`src/rtl/des40_pkg.sv`:
```
`default_nettype none
// ============================================================================
// Module      : des40_pkg
// Description : Shared definitions for the 40 MHz frame aligner. Holds the
//               aligner state encoding, the default frame parameters and a
//               helper that extracts the byte at a given bit offset from a
//               16-bit window. The deserializer testbench uses it too.
// Ports       : none (package)
// Revision    : 1.0 - initial release
// ============================================================================
package des40_pkg;

   // Aligner FSM state encoding
   typedef enum logic [1:0] {
      HUNT   = 2'd0,
      CHECK  = 2'd1,
      LOCKED = 2'd2
   } align_state_e;

   // Default frame format
   localparam logic [7:0] DEF_SYNC_BYTE  = 8'hBC;
   localparam int         DEF_FRAME_LEN  = 16;
   localparam int         DEF_LOCK_COUNT = 3;
   localparam int         DEF_LOSS_COUNT = 4;

   // Byte starting at bit k of a {newer, older} window. Because the stream
   // arrives LSB first, the older byte sits in the low half of the window.
   function automatic logic [7:0] window_byte(input logic [15:0] window,
                                              input logic [2:0]  k);
      logic [15:0] shifted;
      shifted = window >> k;
      return shifted[7:0];
   endfunction

endpackage
`default_nettype wire

```
`src/rtl/sync_search.sv`:
```
`default_nettype none
// ============================================================================
// Module      : sync_search
// Description : Combinational sync-pattern search over all eight bit offsets
//               of a 16-bit window. Reports every offset that matches, a
//               summary flag, and the lowest matching offset.
// Ports       : window       in  [15:0] {current byte, previous byte}
//               sync_pattern in  [7:0]  pattern to look for
//               match_vec    out [7:0]  bit k set when window[k+7:k] matches
//               match_any    out        any offset matches
//               match_off    out [2:0]  lowest matching offset (0 if none)
// Revision    : 1.0 - initial release
// ============================================================================
module sync_search (
   input  logic [15:0] window,
   input  logic [7:0]  sync_pattern,
   output logic [7:0]  match_vec,
   output logic        match_any,
   output logic [2:0]  match_off
);

   genvar k;
   generate
      for (k = 0; k < 8; k++) begin : g_off
         assign match_vec[k] = (window[k+7:k] == sync_pattern);
      end
   endgenerate

   assign match_any = |match_vec;

   // Scan from the top down so the lowest matching offset wins.
   always_comb begin
      match_off = 3'd0;
      for (int i = 7; i >= 0; i--) begin
         if (match_vec[i]) begin
            match_off = 3'(i);
         end
      end
   end

endmodule
`default_nettype wire

```
`src/rtl/frame_align_40.sv`:
```
`default_nettype none
// ============================================================================
// Module      : frame_align_40
// Description : Byte/bit frame aligner. Hunts for the sync byte at any of
//               eight bit offsets, confirms it over LOCK_COUNT frames, then
//               emits realigned payload bytes until LOSS_COUNT consecutive
//               syncs are missed.
// Ports       : clock_40      in        single clock, rising edge
//               reset_n       in        asynchronous active-low reset
//               byte_in       in  [7:0] deserializer byte, LSB received first
//               byte_valid    in        strobe qualifying byte_in
//               payload_out   out [7:0] aligned payload byte (held when idle)
//               payload_valid out       strobe qualifying payload_out
//               frame_start   out       first payload byte of a frame
//               locked        out       aligner is in LOCKED
//               bit_offset    out [2:0] current alignment offset
// Revision    : 1.0 - initial release
// ============================================================================
module frame_align_40
   import des40_pkg::*;
#(
   parameter logic [7:0] SYNC_BYTE  = DEF_SYNC_BYTE,
   parameter int         FRAME_LEN  = DEF_FRAME_LEN,
   parameter int         LOCK_COUNT = DEF_LOCK_COUNT,
   parameter int         LOSS_COUNT = DEF_LOSS_COUNT
) (
   input  logic       clock_40,
   input  logic       reset_n,
   input  logic [7:0] byte_in,
   input  logic       byte_valid,
   output logic [7:0] payload_out,
   output logic       payload_valid,
   output logic       frame_start,
   output logic       locked,
   output logic [2:0] bit_offset
);

   // Counter widths: pos only reaches FRAME_LEN-1, the good/miss counters
   // must be able to hold their limit value itself.
   localparam int POS_W  = $clog2(FRAME_LEN);
   localparam int GOOD_W = $clog2(LOCK_COUNT + 1);
   localparam int MISS_W = $clog2(LOSS_COUNT + 1);

   localparam logic [POS_W-1:0]  POS_LAST   = POS_W'(FRAME_LEN - 1);
   localparam logic [POS_W-1:0]  POS_FIRST  = POS_W'(1);
   localparam logic [GOOD_W-1:0] GOOD_LIMIT = GOOD_W'(LOCK_COUNT);
   localparam logic [GOOD_W-1:0] GOOD_ONE   = GOOD_W'(1);
   localparam logic [MISS_W-1:0] MISS_LIMIT = MISS_W'(LOSS_COUNT);

   // ------------------------------------------------------------------
   // State
   // ------------------------------------------------------------------
   align_state_e      state_q,         state_d;
   logic [POS_W-1:0]  pos_q,           pos_d;
   logic [GOOD_W-1:0] good_cnt_q,      good_cnt_d;
   logic [MISS_W-1:0] miss_cnt_q,      miss_cnt_d;
   logic [7:0]        prev_byte_q,     prev_byte_d;
   logic              prev_valid_q,    prev_valid_d;
   logic [2:0]        bit_offset_q,    bit_offset_d;
   logic [7:0]        payload_q,       payload_d;
   logic              payload_valid_q, payload_valid_d;
   logic              frame_start_q,   frame_start_d;
   logic              locked_q,        locked_d;

   // ------------------------------------------------------------------
   // Window, search and helpers
   // ------------------------------------------------------------------
   logic [15:0]       window;
   logic [7:0]        match_vec;
   logic              match_any;
   logic [2:0]        match_off;
   logic              sync_ok;
   logic [7:0]        aligned;
   logic [POS_W-1:0]  pos_inc;
   logic [GOOD_W-1:0] good_inc;
   logic [MISS_W-1:0] miss_inc;
   logic              do_search;

   assign window = {byte_in, prev_byte_q};

   sync_search u_sync_search (
      .window       (window),
      .sync_pattern (SYNC_BYTE),
      .match_vec    (match_vec),
      .match_any    (match_any),
      .match_off    (match_off)
   );

   // Once an offset is captured, only that offset is trusted.
   assign sync_ok  = match_vec[bit_offset_q];
   assign aligned  = window_byte(window, bit_offset_q);
   assign pos_inc  = (pos_q == POS_LAST) ? '0 : pos_q + 1'b1;
   assign good_inc = good_cnt_q + 1'b1;
   assign miss_inc = miss_cnt_q + 1'b1;

   // ------------------------------------------------------------------
   // Next-state logic
   // ------------------------------------------------------------------
   always_comb begin
      state_d         = state_q;
      pos_d           = pos_q;
      good_cnt_d      = good_cnt_q;
      miss_cnt_d      = miss_cnt_q;
      prev_byte_d     = prev_byte_q;
      prev_valid_d    = prev_valid_q;
      bit_offset_d    = bit_offset_q;
      payload_d       = payload_q;
      payload_valid_d = 1'b0;
      frame_start_d   = 1'b0;
      do_search       = 1'b0;

      if (byte_valid) begin
         prev_byte_d  = byte_in;
         prev_valid_d = 1'b1;

         // The first byte after reset only primes the window.
         if (prev_valid_q) begin
            case (state_q)
               HUNT: begin
                  do_search = 1'b1;
               end

               CHECK: begin
                  pos_d = pos_inc;
                  if (pos_q == '0) begin
                     if (sync_ok) begin
                        good_cnt_d = good_inc;
                        if (good_inc == GOOD_LIMIT) begin
                           state_d    = LOCKED;
                           miss_cnt_d = '0;
                        end
                     end else begin
                        // Rejected: re-search this very byte.
                        do_search = 1'b1;
                     end
                  end
               end

               LOCKED: begin
                  pos_d = pos_inc;
                  if (pos_q == '0) begin
                     // Sync slot is never emitted, matched or not.
                     if (sync_ok) begin
                        miss_cnt_d = '0;
                     end else begin
                        miss_cnt_d = miss_inc;
                        if (miss_inc == MISS_LIMIT) begin
                           state_d    = HUNT;
                           pos_d      = '0;
                           good_cnt_d = '0;
                           miss_cnt_d = '0;
                        end
                     end
                  end else begin
                     payload_d       = aligned;
                     payload_valid_d = 1'b1;
                     frame_start_d   = (pos_q == POS_FIRST);
                  end
               end

               default: begin
                  state_d = HUNT;
               end
            endcase

            if (do_search) begin
               if (match_any) begin
                  bit_offset_d = match_off;
                  pos_d        = POS_FIRST;
                  good_cnt_d   = GOOD_ONE;
                  state_d      = CHECK;
               end else begin
                  pos_d        = '0;
                  good_cnt_d   = '0;
                  state_d      = HUNT;
               end
            end
         end
      end

      locked_d = (state_d == LOCKED);
   end

   // ------------------------------------------------------------------
   // Registers
   // ------------------------------------------------------------------
   always_ff @(posedge clock_40 or negedge reset_n) begin
      if (!reset_n) begin
         state_q         <= HUNT;
         pos_q           <= '0;
         good_cnt_q      <= '0;
         miss_cnt_q      <= '0;
         prev_byte_q     <= 8'd0;
         prev_valid_q    <= 1'b0;
         bit_offset_q    <= 3'd0;
         payload_q       <= 8'd0;
         payload_valid_q <= 1'b0;
         frame_start_q   <= 1'b0;
         locked_q        <= 1'b0;
      end else begin
         state_q         <= state_d;
         pos_q           <= pos_d;
         good_cnt_q      <= good_cnt_d;
         miss_cnt_q      <= miss_cnt_d;
         prev_byte_q     <= prev_byte_d;
         prev_valid_q    <= prev_valid_d;
         bit_offset_q    <= bit_offset_d;
         payload_q       <= payload_d;
         payload_valid_q <= payload_valid_d;
         frame_start_q   <= frame_start_d;
         locked_q        <= locked_d;
      end
   end

   assign payload_out   = payload_q;
   assign payload_valid = payload_valid_q;
   assign frame_start   = frame_start_q;
   assign locked        = locked_q;
   assign bit_offset    = bit_offset_q;

endmodule
`default_nettype wire

```
`config.mk`:
```
export PLATFORM = sky130hd
export DESIGN_NAME = frame_align_40
export DESIGN_NICKNAME = d
export VERILOG_FILES = /design/src/rtl/des40_pkg.sv /design/src/rtl/sync_search.sv /design/src/rtl/frame_align_40.sv
export SDC_FILE = /design/constraint.sdc
export NUM_CORES = 1
export LEC_CHECK = 0
export ABC_AREA = 1
export BUFFER_PORTS_ARGS = -buffer_cell sky130_fd_sc_hd__buf_2
export CAP_MARGIN = 20
export CORE_MARGIN = 3
export CORE_UTILIZATION = 30
export DETAILED_ROUTE_END_ITERATION = 12
export GPL_ROUTABILITY_DRIVEN = 0
export SYNTH_ARGS = -nofsm -noshare
export SYNTH_HDL_FRONTEND = slang
export SYNTH_SLANG_ARGS = --single-unit
```
`constraint.sdc`:
```
create_clock -name clock_40 -period 1.6 [get_ports clock_40]
set_input_delay 0.16 -clock clock_40 [delete_from_list [all_inputs] [get_ports clock_40]]
set_output_delay 0.16 -clock clock_40 [all_outputs]
set_load 0.02 [all_outputs]
```
==> impl_metrics.sql <==
INSERT INTO impl_metrics (metric_group, metric, value, unit) VALUES
('pwr', 'switchingPower', '1.00', 'mW'),
('worst_setup_path', 'timing.critical_path.arrival', '1.89', 'ns'),
('synthesis', 'syn-cell-area', '0.00231', 'sq mm'),
('pwr', 'power_density_over_the_cells', '868', 'mW/mm^2'),
('global_routing', 'antenna_found_initial', '0', ''),
('floorplan', 'die_width', '93.8', 'microns'),
('worst_setup_path', 'critical_path_peak_fanout', '7', ''),
('synthesis', 'postSynthAreaPerCell', '7.14', 'sq um'),
('finish', 'post_route_cells_drive_above_1_share', '37.8', '%'),
('synthesis', 'yosys_register_bits', '34', ''),
('floorplan', 'die_h', '93.8', 'microns'),
('finish', 'final_cell_count_no_fill', '493', ''),
('floorplan', 'placementRows', '31', ''),
('drt', 'drt_pre_antenna_iters', '5', ''),
('synthesis', 'ys.warnings.count', '0', ''),
('drt', 'routedWlPerCell', '13.0', 'microns'),
('timing', 'tns', '-0.509', 'ns'),
('run', 'maxCapViolCount', '0', ''),
('pwr', 'swShare', '36.1', '%'),
('drt', 'totalWireLength', '6430', 'microns'),
('timing', 'report.final.slew_viol_count', '0', ''),
('pwr', 'cellInternalPower', '1.77', 'mW'),
('global_routing', 'grtUsageMet2', '24.1', '%'),
('pwr', 'peak_supply_drop', '0.000308', 'V'),
('worst_setup_path', 'worst_path_largest_cell_delay', '0.51', 'ns'),
('worst_setup_path', 'cp-start-kind', 'register', ''),
('place', 'placement.io_buffers', '24', ''),
('clock_network', 'clock_latency', '0.29', 'ns'),
('clock_network', 'cts_tree', 'built', ''),
('global_routing', 'grt_first_pass_wirelength', '10400', 'microns'),
('pwr', 'power.share.sequential', '41.3', '%'),
('timing', 'layout_min_cycle_time', '1.67', 'ns'),
('finish', 'antenna_cells_inserted', '0', ''),
('finish', 'area_growth_syn_to_fin', '38.2', '%'),
('floorplan', 'pin_count', '25', ''),
('place', 'dpl-instance-area', '0.00282', 'sq mm'),
('global_routing', 'grt_start_max_net_pins', '19', ''),
('worst_setup_path', 'endpoint_kind', 'register', ''),
('global_routing', 'first_global_vias', '2218', ''),
('drt', 'drc_errors', '0', ''),
('synthesis', 'synth_top_flop_cell', 'dfrtp_1', ''),
('timing', 'clock_skew', '0.00476', 'ns'),
('worst_setup_path', 'critPathTopFamily', 'simple AND/OR/NAND/NOR gates', ''),
('outcome', 'run_status', 'complete, but fails checks', ''),
('timing', 'post-route-period-util', '104', '%'),
('synthesis', 'syn_inst', '324', ''),
('clock_network', 'maximum_level_of_the_cts_h_tree', '2', ''),
('outcome', 'failed_checks', 'negative setup slack', ''),
('timing', 'max_freq', '600', 'MHz'),
('synthesis', 'synthArstFlopShare', '100', '%'),
('drt', 'first_iter_violations', '131', ''),
('hold_path', 'min_path_type', 'input port to register', ''),
('timing', 'setup_slack', '-0.0674', 'ns'),
('timing', 'setup_viol', '12', ''),
('clock_network', 'cts_inserted_buffers', '5', ''),
('finish', 'postLayoutCellArea', '0.00320', 'sq mm'),
('global_routing', 'grt_util_met1', '19.9', '%'),
('pwr', 'share_clk_of_total_power', '24.2', '%'),
('global_routing', 'grt_use_met3', '2.16', '%'),
('timing', 'timing.final.hold_violations', '0', ''),
('worst_setup_path', 'worst-endpoint-required', '1.83', 'ns'),
('global_routing', 'grt-ovfl-total', '0', ''),
('synthesis', 'synth_cell_types', '37', ''),
('synthesis', 'number_of_enable_flip_flop_cells_after_synthesis', '0', ''),
('synthesis', 'syn-num-nets', '341', ''),
('pwr', 'pwr-share-comb', '34.5', '%'),
('worst_setup_path', 'cp_slowest_cell', 'dfrtp_2', ''),
('floorplan', 'die_area', '0.00881', 'sq mm'),
('drt', 'routed_via_density', '4.85', ''),
('global_routing', 'global_route.usage.total', '14.8', '%'),
('clock_network', 'clk_root_buffer_cell', 'clkbuf_8', '');
-- repair_timing --
action / 4_1_cts / 5_1_grt
endpoints found under the hold margin: 16 / 0
setup buffers: 6 / 3
hold buffers: 1 / 0
pin swaps: 4 / 18
setup endpoints to repair: 15 / 23
gates resized for setup: 20 / 55
-- registers in the layout (all words and copies together), names as in the netlist --
signal,cells
payload_out,8
prev_byte_q,8
pos_q,4
bit_offset,3
miss_cnt_q,3
good_cnt_q,2
state_q,2
frame_start,1
locked,1
payload_valid,1
prev_valid_q,1
-- worst register-to-register path, stage by stage, from the launching register on --
cell and delay, ns:
dfrtp_2 0.51, inv_2 0.08, nand2_2 0.10, nor2_4 0.05, nand2_1 0.10, nand3_1 0.10, a21oi_2 0.15, nand4_2 0.17
nand4_4 0.16, nand3_2 0.10, nor2_2 0.09
-- cell usage after synthesis, types with 3 or more instances --
library cell,n,area share [%]
buf_2,3,0.65
nand3_2,4,1.7
inv_2,3,0.49
inv_1,34,5.5
clkbuf_1,3,0.49
ha_1,6,3.2
nor2_1,26,4.2
nand2_1,84,14
a21oi_1,11,2.4
mux2i_1,3,1.3
nand3_1,29,6.3
buf_1,3,0.49
nand2_4,3,1.5
dfrtp_1,34,37
o21ai_0,42,9.1
o211ai_1,5,1.6
nand4_1,3,0.81
nor3_1,4,0.86
-- power groups by stage --
stage | Combinational [mW] | Clock [mW] | Sequential (mW)
finish | 0.956 | 0.673 | 1.15
global route | 1.07 | 0.722 | 1.17
CTS | 0.919 | 0.689 | 1.14
detailed placement | 0.872 | 0 | 1.15
global placement | 0.864 | 0 | 1.15
floorplan | 0.391 | 0 | 1.27
-- worst paths after layout --
path                       slack [ns]                       start                    endpoint  depth (start not counted)
max                             -0.07  prev_byte_q[7]$_DFFE_PN0P_            locked$_DFF_PN0_                         10
min                              0.07                  byte_in[7]  prev_byte_q[7]$_DFFE_PN0P_                          3
max reg2reg                     -0.07  prev_byte_q[7]$_DFFE_PN0P_            locked$_DFF_PN0_                         10
min reg2reg                      0.47    prev_valid_q$_DFFE_PN0P_    prev_valid_q$_DFFE_PN0P_                          1
max in group asynchronous        0.80                     reset_n  prev_byte_q[3]$_DFFE_PN0P_                          3
min in group asynchronous        0.35                     reset_n        pos_q[1]$_DFFE_PN0P_                          2
-- routing by layer --
| metal | part of all wire [%] | up-vias |
|---|---|---|
| li1 | - | 1208 |
| met1 | 46 | 1115 |
| met2 | 47 | 57 |
| met3 | 3.6 | 13 |
| met4 | 2.5 | 0 |
| met5 | 0 | - |
-- kinds of logic after synthesis --
kind of cell | synth area share [%]
buffers and inverters | 7.95
multiplexers | 1.30
AO/OA/AOI/OAI | 16.4
AND/OR/NAND/NOR | 33.6
XOR/XNOR | 0.757
flip-flops | 36.8
adder cells (fa/ha/maj) | 3.24
-- area by class of cell --
class / instances / area, sq um
Clock inverter: 1 / 5.00
Inverter: 37 / 144
Timing Repair Buffer: 72 / 507
Multi-Input combinational cell: 243 / 1480
Clock buffer: 7 / 86.3
Tap cell: 99 / 124
Fill cell: 740 / 4170
Sequential cell: 34 / 856
-- metrics by stage --
| step | worst slack (ns) | util [%] | hold WS [ns] |
|---|---|---|---|
| floorplan | 0.0148 | - | -0.136 |
| global placement | -0.112 | 38.3 | 0.130 |
| detailed placement | -0.114 | 38.3 | 0.132 |
| CTS | -0.0287 | 41.2 | 0.0698 |
| global route | -0.197 | 43.4 | 0.0789 |
| finish | -0.0674 | 43.4 | 0.0716 |
No activity file was read; power rests on OpenSTA's default activity.
